### src/rtl/dual_boot_pkg.sv
// Shared encodings for the dual-configuration boot sequencer: FSM state codes,
// dual-config IP register map and the bit positions inside those registers.
package dual_boot_pkg;

  // FSM state codes; also exported unchanged on the probe vector.
  localparam logic [2:0] ST_IDLE  = 3'd0;
  localparam logic [2:0] ST_POLL1 = 3'd1;
  localparam logic [2:0] ST_WSEL  = 3'd2;
  localparam logic [2:0] ST_POLL2 = 3'd3;
  localparam logic [2:0] ST_TRIG  = 3'd4;
  localparam logic [2:0] ST_HOLD  = 3'd5;
  localparam logic [2:0] ST_ERR   = 3'd6;

  // Dual-config IP word addresses.
  localparam logic [2:0] ADDR_TRIG = 3'd0;
  localparam logic [2:0] ADDR_SEL  = 3'd1;
  localparam logic [2:0] ADDR_BUSY = 3'd2;

  // Bit positions inside the IP registers.
  localparam int BIT_TRIG    = 0;
  localparam int BIT_SEL_OVR = 0;
  localparam int BIT_SEL     = 1;
  localparam int BIT_BUSY    = 0;

  // Image-select word: overwrite enable plus the chosen image.
  function automatic logic [31:0] sel_word(input logic sel);
    logic [31:0] w;
    w = 32'h0000_0000;
    w[BIT_SEL_OVR] = 1'b1;
    w[BIT_SEL]     = sel;
    return w;
  endfunction

  // Trigger word: only the reconfigure bit set.
  function automatic logic [31:0] trig_word();
    logic [31:0] w;
    w = 32'h0000_0000;
    w[BIT_TRIG] = 1'b1;
    return w;
  endfunction

  // A sequence is in flight in every state except IDLE and ERR.
  function automatic logic state_is_busy(input logic [2:0] st);
    return (st != ST_IDLE) && (st != ST_ERR);
  endfunction

endpackage

### src/rtl/dual_boot_seq_req_debounce.sv
// req_debounce: qualifies a request level. The level must be seen low at least
// once (armed) and then stay high for STABLE_CYC cycles; a single-cycle pulse is
// produced on the cycle the saturating counter reaches STABLE_CYC.
module req_debounce #(
  parameter int STABLE_CYC = 16
) (
  input  logic i_clk,
  input  logic i_rstn,
  input  logic i_level,
  output logic o_fire
);

  localparam int CNT_W = $clog2(STABLE_CYC + 1);
  localparam logic [CNT_W-1:0] CNT_MAX = CNT_W'(STABLE_CYC);
  localparam logic [CNT_W-1:0] CNT_PRE = CNT_W'(STABLE_CYC - 1);

  logic [CNT_W-1:0] cnt_q, cnt_d;
  logic             armed_q, armed_d;
  logic             fire_q, fire_d;

  // Next-state: saturating count while high, clear while low; arm on any low.
  always_comb begin
    cnt_d   = cnt_q;
    armed_d = armed_q;
    fire_d  = 1'b0;
    if (i_level) begin
      if (cnt_q != CNT_MAX) begin
        cnt_d = cnt_q + CNT_W'(1);
      end else begin
        cnt_d = cnt_q;
      end
      // Pulse aligns with the cycle the count first shows CNT_MAX.
      fire_d = armed_q && (cnt_q == CNT_PRE);
    end else begin
      cnt_d   = {CNT_W{1'b0}};
      armed_d = 1'b1;
    end
  end

  // State registers; disarmed after reset so a level held through reset is ignored.
  always_ff @(posedge i_clk or negedge i_rstn) begin
    if (!i_rstn) begin
      cnt_q   <= {CNT_W{1'b0}};
      armed_q <= 1'b0;
      fire_q  <= 1'b0;
    end else begin
      cnt_q   <= cnt_d;
      armed_q <= armed_d;
      fire_q  <= fire_d;
    end
  end

  assign o_fire = fire_q;

endmodule

### src/rtl/dual_boot_seq.sv
// dual_boot_seq: drives the MAX10 dual-configuration IP through busy polling,
// image select, busy polling again and the reconfiguration trigger, then waits
// for the device to reload. All bus and status outputs come straight from flops.
module dual_boot_seq
  import dual_boot_pkg::*;
#(
  parameter int STABLE_CYC   = 16,
  parameter int RD_LAT       = 2,
  parameter int POLL_GAP     = 8,
  parameter int POLL_TIMEOUT = 1024,
  parameter int HOLD_CYC     = 50_000_000
) (
  input  logic        i_clk,
  input  logic        i_rstn,
  input  logic        i_reconf_en,
  input  logic        i_conf_sel,
  output logic [2:0]  avm_address,
  output logic        avm_read,
  output logic        avm_write,
  output logic [31:0] avm_writedata,
  input  logic [31:0] avm_readdata,
  output logic        o_busy,
  output logic        o_err,
  output logic [2:0]  o_state
);

  localparam int TMR_W  = $clog2(RD_LAT + POLL_GAP + 1);
  localparam int POLL_W = $clog2(POLL_TIMEOUT + 1);
  localparam int HOLD_W = $clog2(HOLD_CYC + 1);
  localparam logic [TMR_W-1:0]  TMR_SAMPLE = TMR_W'(RD_LAT);
  localparam logic [TMR_W-1:0]  TMR_REREAD = TMR_W'(RD_LAT + POLL_GAP);
  localparam logic [POLL_W-1:0] POLL_MAX   = POLL_W'(POLL_TIMEOUT);
  localparam logic [HOLD_W-1:0] HOLD_LAST  = HOLD_W'(HOLD_CYC - 1);

  logic              req_fire;
  logic [2:0]        state_q, state_d;
  logic              sel_q, sel_d;
  logic [TMR_W-1:0]  tmr_q, tmr_d;
  logic [POLL_W-1:0] poll_cnt_q, poll_cnt_d;
  logic [HOLD_W-1:0] hold_cnt_q, hold_cnt_d;
  logic              rd_q, rd_d;
  logic              wr_q, wr_d;
  logic [2:0]        addr_q, addr_d;
  logic [31:0]       wdata_q, wdata_d;
  logic              busy_q, busy_d;
  logic              err_q, err_d;

  req_debounce #(.STABLE_CYC(STABLE_CYC)) u_debounce (
    .i_clk   (i_clk),
    .i_rstn  (i_rstn),
    .i_level (i_reconf_en),
    .o_fire  (req_fire)
  );

  // Sequencer next-state and bus strobe generation.
  always_comb begin
    state_d    = state_q;
    sel_d      = sel_q;
    tmr_d      = tmr_q;
    poll_cnt_d = poll_cnt_q;
    hold_cnt_d = hold_cnt_q;
    rd_d       = 1'b0;
    wr_d       = 1'b0;
    addr_d     = addr_q;
    wdata_d    = wdata_q;
    err_d      = err_q;
    case (state_q)
      ST_IDLE, ST_ERR: begin
        if (req_fire) begin
          // The image choice is frozen here; later i_conf_sel changes are ignored.
          sel_d      = i_conf_sel;
          err_d      = 1'b0;
          state_d    = ST_POLL1;
          rd_d       = 1'b1;
          addr_d     = ADDR_BUSY;
          tmr_d      = {TMR_W{1'b0}};
          poll_cnt_d = POLL_W'(1);
        end else begin
          state_d = ST_IDLE;
        end
      end
      ST_POLL1, ST_POLL2: begin
        // tmr counts from the read strobe: sample at RD_LAT, re-read after the gap.
        if (tmr_q == TMR_SAMPLE) begin
          if (!avm_readdata[BIT_BUSY]) begin
            wr_d = 1'b1;
            if (state_q == ST_POLL1) begin
              state_d = ST_WSEL;
              addr_d  = ADDR_SEL;
              wdata_d = sel_word(sel_q);
            end else begin
              state_d = ST_TRIG;
              addr_d  = ADDR_TRIG;
              wdata_d = trig_word();
            end
          end else if (poll_cnt_q == POLL_MAX) begin
            state_d = ST_ERR;
            err_d   = 1'b1;
          end else begin
            tmr_d = tmr_q + TMR_W'(1);
          end
        end else if (tmr_q == TMR_REREAD) begin
          rd_d       = 1'b1;
          addr_d     = ADDR_BUSY;
          tmr_d      = {TMR_W{1'b0}};
          poll_cnt_d = poll_cnt_q + POLL_W'(1);
        end else begin
          tmr_d = tmr_q + TMR_W'(1);
        end
      end
      ST_WSEL: begin
        // poll_cnt restarts at 1 because the entry read is issued right away.
        state_d    = ST_POLL2;
        rd_d       = 1'b1;
        addr_d     = ADDR_BUSY;
        tmr_d      = {TMR_W{1'b0}};
        poll_cnt_d = POLL_W'(1);
      end
      ST_TRIG: begin
        state_d    = ST_HOLD;
        hold_cnt_d = {HOLD_W{1'b0}};
      end
      ST_HOLD: begin
        if (hold_cnt_q == HOLD_LAST) begin
          state_d = ST_ERR;
          err_d   = 1'b1;
        end else begin
          hold_cnt_d = hold_cnt_q + HOLD_W'(1);
        end
      end
      default: begin
        // Unused encoding: fail safe into the error state.
        state_d = ST_ERR;
        err_d   = 1'b1;
      end
    endcase
    busy_d = state_is_busy(state_d);
  end

  // Registered state, counters and outputs; reset forces the bus idle at once.
  always_ff @(posedge i_clk or negedge i_rstn) begin
    if (!i_rstn) begin
      state_q    <= ST_IDLE;
      sel_q      <= 1'b0;
      tmr_q      <= {TMR_W{1'b0}};
      poll_cnt_q <= {POLL_W{1'b0}};
      hold_cnt_q <= {HOLD_W{1'b0}};
      rd_q       <= 1'b0;
      wr_q       <= 1'b0;
      addr_q     <= 3'd0;
      wdata_q    <= 32'h0000_0000;
      busy_q     <= 1'b0;
      err_q      <= 1'b0;
    end else begin
      state_q    <= state_d;
      sel_q      <= sel_d;
      tmr_q      <= tmr_d;
      poll_cnt_q <= poll_cnt_d;
      hold_cnt_q <= hold_cnt_d;
      rd_q       <= rd_d;
      wr_q       <= wr_d;
      addr_q     <= addr_d;
      wdata_q    <= wdata_d;
      busy_q     <= busy_d;
      err_q      <= err_d;
    end
  end

  assign avm_address   = addr_q;
  assign avm_read      = rd_q;
  assign avm_write     = wr_q;
  assign avm_writedata = wdata_q;
  assign o_busy        = busy_q;
  assign o_err         = err_q;
  assign o_state       = state_q;

endmodule

### config.mk
export PLATFORM = sky130hd
export DESIGN_NAME = dual_boot_seq
export DESIGN_NICKNAME = d
export VERILOG_FILES = /design/src/rtl/dual_boot_pkg.sv /design/src/rtl/dual_boot_seq_req_debounce.sv /design/src/rtl/dual_boot_seq.sv
export SDC_FILE = /design/constraint.sdc
export NUM_CORES = 1
export LEC_CHECK = 0
export CORE_MARGIN = 8
export CORE_UTILIZATION = 55
export DETAILED_ROUTE_END_ITERATION = 6
export GPL_TIMING_DRIVEN = 0
export PLACE_DENSITY_LB_ADDON = 0.1
export SLEW_MARGIN = 20
export SYNTH_ARGS = -nofsm -noshare
export SYNTH_HDL_FRONTEND = slang
export SYNTH_SLANG_ARGS = --single-unit
### constraint.sdc
create_clock -name i_clk -period 3.7 [get_ports i_clk]
set_clock_uncertainty 0.2 [all_clocks]
set_input_delay 0.555 -clock i_clk [delete_from_list [all_inputs] [get_ports i_clk]]
set_output_delay 0.555 -clock i_clk [all_outputs]
set_load 0.005 [all_outputs]
Word-level counts from Yosys, hierarchy flattened
Cells that the tools add are included.
- add/subtract/negate cells: 4
- equal/unequal tests: 26
- mux-type cells: 42
- bitwise logic cells: 2
- reduce and logical (&&, ||, !) cells: 16
- operators by type and width (operator ; count):
    one-hot mux 26 bit (2 select lines) ; 1
    two-way mux 11 bit ; 3
    one-hot mux 11 bit (3 select lines) ; 1
    two-way mux 3 bit ; 9
    adder 26 x 1 -> 26 bit, second input constant ; 1
    == test 26 bit, second input constant ; 1
    two-way mux 26 bit ; 1
    two-way mux 4 bit ; 5
    != test 3 bit, second input constant ; 5
    one-hot mux 3 bit (5 select lines) ; 1
    two-way mux 1 bit ; 14
    != test 2 bit, second input constant ; 7
    one-hot mux 4 bit (3 select lines) ; 1
    AND reduction 4 bit ; 3
    adder 11 x 1 -> 11 bit, second input constant ; 1
    == test 11 bit, second input constant ; 1
    two-way mux 5 bit ; 2
    == test 3 bit, second input constant ; 3
    one-hot mux 3 bit (3 select lines) ; 1
    == test 3 x 2 -> 1 bit, second input constant ; 2
    AND reduction 6 bit ; 1
    nonzero test 3 bit ; 2
    OR reduction 2 bit ; 3
    adder 5 x 1 -> 5 bit, second input constant ; 1
    16 further kinds ; 20
- register bits after elaboration: 91
- input port bits: 36
- word-level logic and storage cells: 104

Longest topological paths before layout
- depth after elaboration: 7
- depth in mapped cells: 8

Modules after synthesis
Synthesis repeated with hierarchy kept, for this count alone.
- cells, all modules: 365
- area, all modules: 3464.6 µm²
- by module, submodules not included (module ; instances ; cells each ; area an instance (µm²) ; seq. area each (µm²)):
    dual_boot_seq ; 1 ; 333 ; 3099.2 ; 1326.3
    req_debounce ; 1 ; 32 ; 365.4 ; 175.2

Worst setup path before layout
Ideal clock, no wire load.
- path type: register -> register
- from: register tmr_q[0]
- to: register busy_q, in the netlist o_busy
- arrival: 1926 ps
- slack: 1443 ps
- stages on the path, launching flop included: 8
- buffers on the path: 0
- period minus slack after synthesis: 2257 ps
- path through: dfrtp_1 -> inv_1 -> ha_1 -> or3b_2 -> o32ai_1 -> a211o_1 -> a21oi_1 -> or3b_1
- longest elaborated chain between the ends: 5
- ends and longest elaborated chain (element ; RTL line ; RTL):
    start: declaration ; dual_boot_seq.sv:38 ; logic [TMR_W-1:0] tmr_q, tmr_d;
    start signal: assignment ; dual_boot_seq.sv:145 ; tmr_q <= {TMR_W{1'b0}};
    start signal: assignment ; dual_boot_seq.sv:157 ; tmr_q <= tmr_d;
    == test 4 x 2 -> 1 bit * ; dual_boot_seq.sv:84 ; if (tmr_q == TMR_SAMPLE) begin
    two-way mux 3 bit * ; dual_boot_seq.sv:84 ;
    one-hot mux 3 bit (5 select lines) * ; dual_boot_seq.sv:67 ; case (state_q)
    != test 3 bit / nonzero test 3 bit (equally long branches) ; dual_boot_pkg.sv:44 ; return (st != ST_IDLE) && (st != ST_ERR);
    logical AND 1 bit * ; dual_boot_pkg.sv:44 ;
    via busy_d ; dual_boot_seq.sv:45 ; logic busy_q, busy_d;
    end signal: assignment ; dual_boot_seq.sv:164 ; busy_q <= busy_d;
    end: declaration ; dual_boot_seq.sv:45 ;
The timed path passes the listed nets; every way through them passes the cells marked *.
A chain may end at the register's enable or synchronous reset.

Worst setup path in the final report
- from: register poll_cnt_q[0]
- to: register busy_q, in the netlist o_busy
- longest elaborated chain between the ends: 7
- ends and longest elaborated chain (element ; RTL line ; RTL):
    start: declaration ; dual_boot_seq.sv:39 ; logic [POLL_W-1:0] poll_cnt_q, poll_cnt_d;
    start signal: assignment ; dual_boot_seq.sv:146 ; poll_cnt_q <= {POLL_W{1'b0}};
    start signal: assignment ; dual_boot_seq.sv:158 ; poll_cnt_q <= poll_cnt_d;
    == test 11 bit * ; dual_boot_seq.sv:96 ; end else if (poll_cnt_q == POLL_MAX) begin
    two-way mux 3 bit * ; dual_boot_seq.sv:96 ;
    two-way mux 3 bit * ; dual_boot_seq.sv:85 ; if (!avm_readdata[BIT_BUSY]) begin
    two-way mux 3 bit * ; dual_boot_seq.sv:84 ;
    one-hot mux 3 bit (5 select lines) * ; dual_boot_seq.sv:67 ;
    != test 3 bit / nonzero test 3 bit (equally long branches) ; dual_boot_pkg.sv:44 ;
    logical AND 1 bit * ; dual_boot_pkg.sv:44 ;
    via busy_d ; dual_boot_seq.sv:45 ;
Marked as above.

==> reports/results.txt <==
After global routing the overflow that remains totals 0. The tools report the proportion of power drawn by flip-flops and latches as 0.456. 78 I/O pins were placed.

In this run the cell area measured after placement is 3860 sq um. The peak supply drop came out at 0.292 mV. The total core area was 6240 sq um. The first detailed-routing pass took 4 iterations. The run gives 0.185 as the all-layer global routing usage.

The finished layout holds 522 standard cells, fillers aside. The number of diodes added for antenna fixing is 0, and the share of synthesized area occupied by flip-flops and latches is 0.432. The multi-input combinational cells in the finished layout cover a total of 1760 sq um. The data arrival time of the worst path is 2.64 ns, and the share of post-route cells with drive strength above 1 is 0.128. After detailed routing, the wire length on met1 is 3340 um.

Signal routing reaches up to met4. The finished cells cover 4110 sq um. Of all cell types, the one taking the most synthesized area is dfrtp_1. The most used flip-flop cell after synthesis was dfrtp_1. The worst-case hold slack came out at 0.260 ns. The headroom to the max-slew limit was 0.443; the number of clock sinks seen by CTS was 60. The run gives 0 as the total count of max-transition violations in the final report. The critical path required time is 3.73 ns. The later pin in the worst-skew pair is clocked with a latency of 0.35 ns. The pin count of the biggest net entering global routing is 48.

The unique cell type count in the Yosys netlist is 50, and the final critical-path share of the clock period is 0.707. In this run the power density over the cells is 354 nW/um^2. Via count of the first global-routing pass: 2763.

The area share of the leading cell type in the synthesized netlist came out at 0.432. After clock tree synthesis, the clock-pin slew on the worst setup and hold paths is 0.07 ns. Combinational fraction of design power: 0.047. The tools report the final net count as 484. The maximum fanout count along the critical path is 4, and the mean number of vias per cell is 5.59. The congestion estimate from routability-driven global placement came to 0.852. The flow ran to the end, and the final reports show no timing, DRC or antenna violations. The tools report the kind of launch point of the worst setup path as a flop. Final count of hold timing violations: 0. The number of synthesized register bits is 60.

The transition at the pin with the smallest max-transition slack was 0.828 ns; the leakage power was 0.00188 uW. The routed layout has 2916 vias. The number of clock buffers added by TritonCTS is 9. The initial detailed-routing violation count is 136, and the mean instance size in the synthesized netlist is 9.10 sq um. The sum of internal, switching and leakage power was 1460 uW; the first-pass GRT wire length was 13100 um. Across the run, the number of max-cap violations was 0. The cell area after synthesis is 3480 sq um. The type of the worst setup path was flop to flop. The proportion of register bits with asynchronous set or reset after synthesis is 1.00.

Die footprint: 9120 sq um. Summing all flip-flop and latch instances after layout gives 1500 sq um. The min-delay analysis places its worst path in the category flop to flop.

For the initial core utilization, the log shows 0.557. The post-route minimum period is 2.62 ns. In this run the core area contains 29 standard-cell rows. The met2 layer wire length in the routed design was 3820 um.

The vertical die dimension is 95.5 um. The per-cell routed wire length is 14.9 um. TritonCTS built the clock tree.

The number of flops mapped to enable cells by yosys works out to 0. The number of buffers between clock root and the deepest sink was 2. The port buffer count is 15, and the final wirelength is 7760 um.

The tree is rooted in a clkbuf_8. After detailed routing, the met3 layer carries 429 um of wire. After detailed routing, the number of remaining DRC violations is 0. The total internal power came out at 1140 uW. The initial antenna violation count is 0, and the total number of yosys warnings is 0. The area growth from synthesis to layout is 18.2%. Half-perimeter wire length of the detailed placement result: 5640 um. The tools report the number of nets with antenna violations after routing as 0. CTS built an H-tree with a depth of 3. The switching fraction of total power is 0.218.

The logs give 0.497 for the clock group share of total power and 382 for the post-synthesis cell count. The number of placed instances, taps included, is 505. STA classifies the critical path endpoint as a flop.

Setup violations remaining at the end of the flow were counted as 0. By area the synthesized netlist is led by dfrtp_1, buf_4, nand2_1, nand3_1, nor2_1. Setup repair after global routing left no endpoint under its margin.

Based on the critical path, the design can be clocked at up to 382 MHz. For this design the total switching power over the nets is 317 uW. The tools report the post-CTS setup repair buffer count as 0.

The floorplan die width came out at 95.5 um. For the fill cell total of the finished layout, the log shows 536.
[routing by layer]
| layer | GRT usage | vias up |
|---|---|---|
| met1 | 0.227 | 1390 |
| met4 | 0.102 | 0 |
| met5 | 0 | - |
| met3 | 0.0417 | 14 |
| li1 | - | 1434 |
| met2 | 0.296 | 78 |
[per-stage QoR]
step	setup TNS [ns]	setup slack (ns)	util
global route	0	0.846	0.659
CTS	0	1.09	0.659
global placement	-2.25	-0.0422	0.615
floorplan	0	1.44	-
finish	0	1.08	0.659
detailed placement	0	1.10	0.619
[synthesized netlist by cell type, types with 2 or more instances]
cell type	count
and2_1	6
o31ai_1	12
or4_1	10
o311ai_0	3
nor4b_1	3
xnor2_1	5
nand2b_1	8
buf_4	31
nand3b_1	2
a21oi_1	17
and4_1	5
nor3_1	3
o21ai_0	16
xor2_1	13
or3_1	6
inv_1	15
buf_2	3
nand3_1	24
a211o_1	2
and3_1	8
ha_1	8
dfrtp_1	60
mux2i_1	3
a21boi_0	2
nor2b_1	4
nor2_1	31
clkbuf_1	6
nand2_1	39
nand4_1	9
o41ai_1	2
nand4b_1	2
o211ai_1	3
nor4_1	4
[cells by family (layout without fill, tap and decap cells)]
family,after synthesis,count (layout),synth area share
AOI/OAI and AO/OA,66,66,0.124
xor gates and xnor gates,18,18,0.0453
adders and majority gates,8,8,0.0288
buffers and inverters,55,88,0.0939
DFF,60,60,0.432
muxes,4,4,0.0119
other,1,31,0.00108
and+or+nand+nor,170,170,0.263
[flip-flops by register name, summed over array words and instances, names as in the netlist]
name,cells
avm_write,1
poll_cnt_q,11
o_state,3
hold_cnt_q,26
u_debounce.armed_q,1
tmr_q,4
o_err,1
avm_writedata,2
u_debounce.o_fire,1
o_busy,1
u_debounce.cnt_q,5
sel_q,1
avm_read,1
avm_address,2
[layout make-up]
cell class / instances / area share
sequential: 60 / 0.365
clock inverter: 7 / 0.0280
multi-input combinational: 297 / 0.429
timing repair buffer: 17 / 0.0451
buffer: 40 / 0.0658
inverter: 15 / 0.0137
tap: 77 / 0.0234
clock buffer: 9 / 0.0301
[critical path, stage by stage (launching register included)]
cell and delay [ns]:
dfrtp_1 0.41, inv_1 0.08, ha_1 0.14, nor4b_1 0.54, a31oi_1 0.30, a211o_1 0.40
nand3_1 0.09, or3b_1 0.34
[power by group through the flow]
stage / clock, uW / sequential (uW) / combinational, uW
after CTS: 731 / 664 / 67.8
final: 723 / 664 / 68.9
after detailed placement: 0 / 676 / 66.8
after global routing: 759 / 664 / 78.8
after floorplan: 0 / 676 / 41.9
after global placement: 0 / 676 / 62.2
[layout by cell type (no fill, tap or decap), types with 3 or more instances in the layout]
cell type / synthesis / layout
or4_1: 10 / 10
nand2b_1: 8 / 8
xnor2_1: 5 / 5
a21oi_1: 17 / 17
o21ai_0: 16 / 16
nor2b_1: 4 / 4
and3_1: 8 / 8
nor3_1: 3 / 3
bufinv_16: 0 / 3
buf_4: 31 / 32
inv_1: 15 / 15
and4_1: 5 / 5
nand4_1: 9 / 9
buf_2: 3 / 3
clkdlybuf4s50_1: 0 / 14
nor4_1: 4 / 4
o31ai_1: 12 / 12
conb_1: 1 / 31
mux2i_1: 3 / 3
nor4b_1: 3 / 3
ha_1: 8 / 8
o311ai_0: 3 / 3
or3_1: 6 / 6
and2_1: 6 / 6
dfrtp_1: 60 / 60
clkbuf_1: 6 / 6
nand2_1: 39 / 39
clkbuf_8: 0 / 9
o211ai_1: 3 / 3
xor2_1: 13 / 13
nand3_1: 24 / 24
nor2_1: 31 / 31
[what timing repair did]
item | 4_1_cts | 5_1_grt
hold buffers | 1 | 0
endpoints found under the hold margin | 13 | 0
gates resized for setup | 0 | 0
[final timing paths]
path	from	to	slack (ns)	cells past startpoint
worst max register to register	poll_cnt_q[0]$_DFFE_PN0P_	o_busy$_DFF_PN0_	1.08	7
max in group asynchronous	i_rstn	poll_cnt_q[10]$_DFFE_PN0P_	2.41	3
worst max-delay path	poll_cnt_q[0]$_DFFE_PN0P_	o_busy$_DFF_PN0_	1.08	7
worst min register to register	u_debounce.armed_q$_DFFE_PN0N_	u_debounce.armed_q$_DFFE_PN0N_	0.26	1
worst min-delay path	u_debounce.armed_q$_DFFE_PN0N_	u_debounce.armed_q$_DFFE_PN0N_	0.26	1
min in group asynchronous	i_rstn	hold_cnt_q[3]$_DFFE_PN0P_	0.41	2
Note: power is estimated with default switching activity, not from simulation.
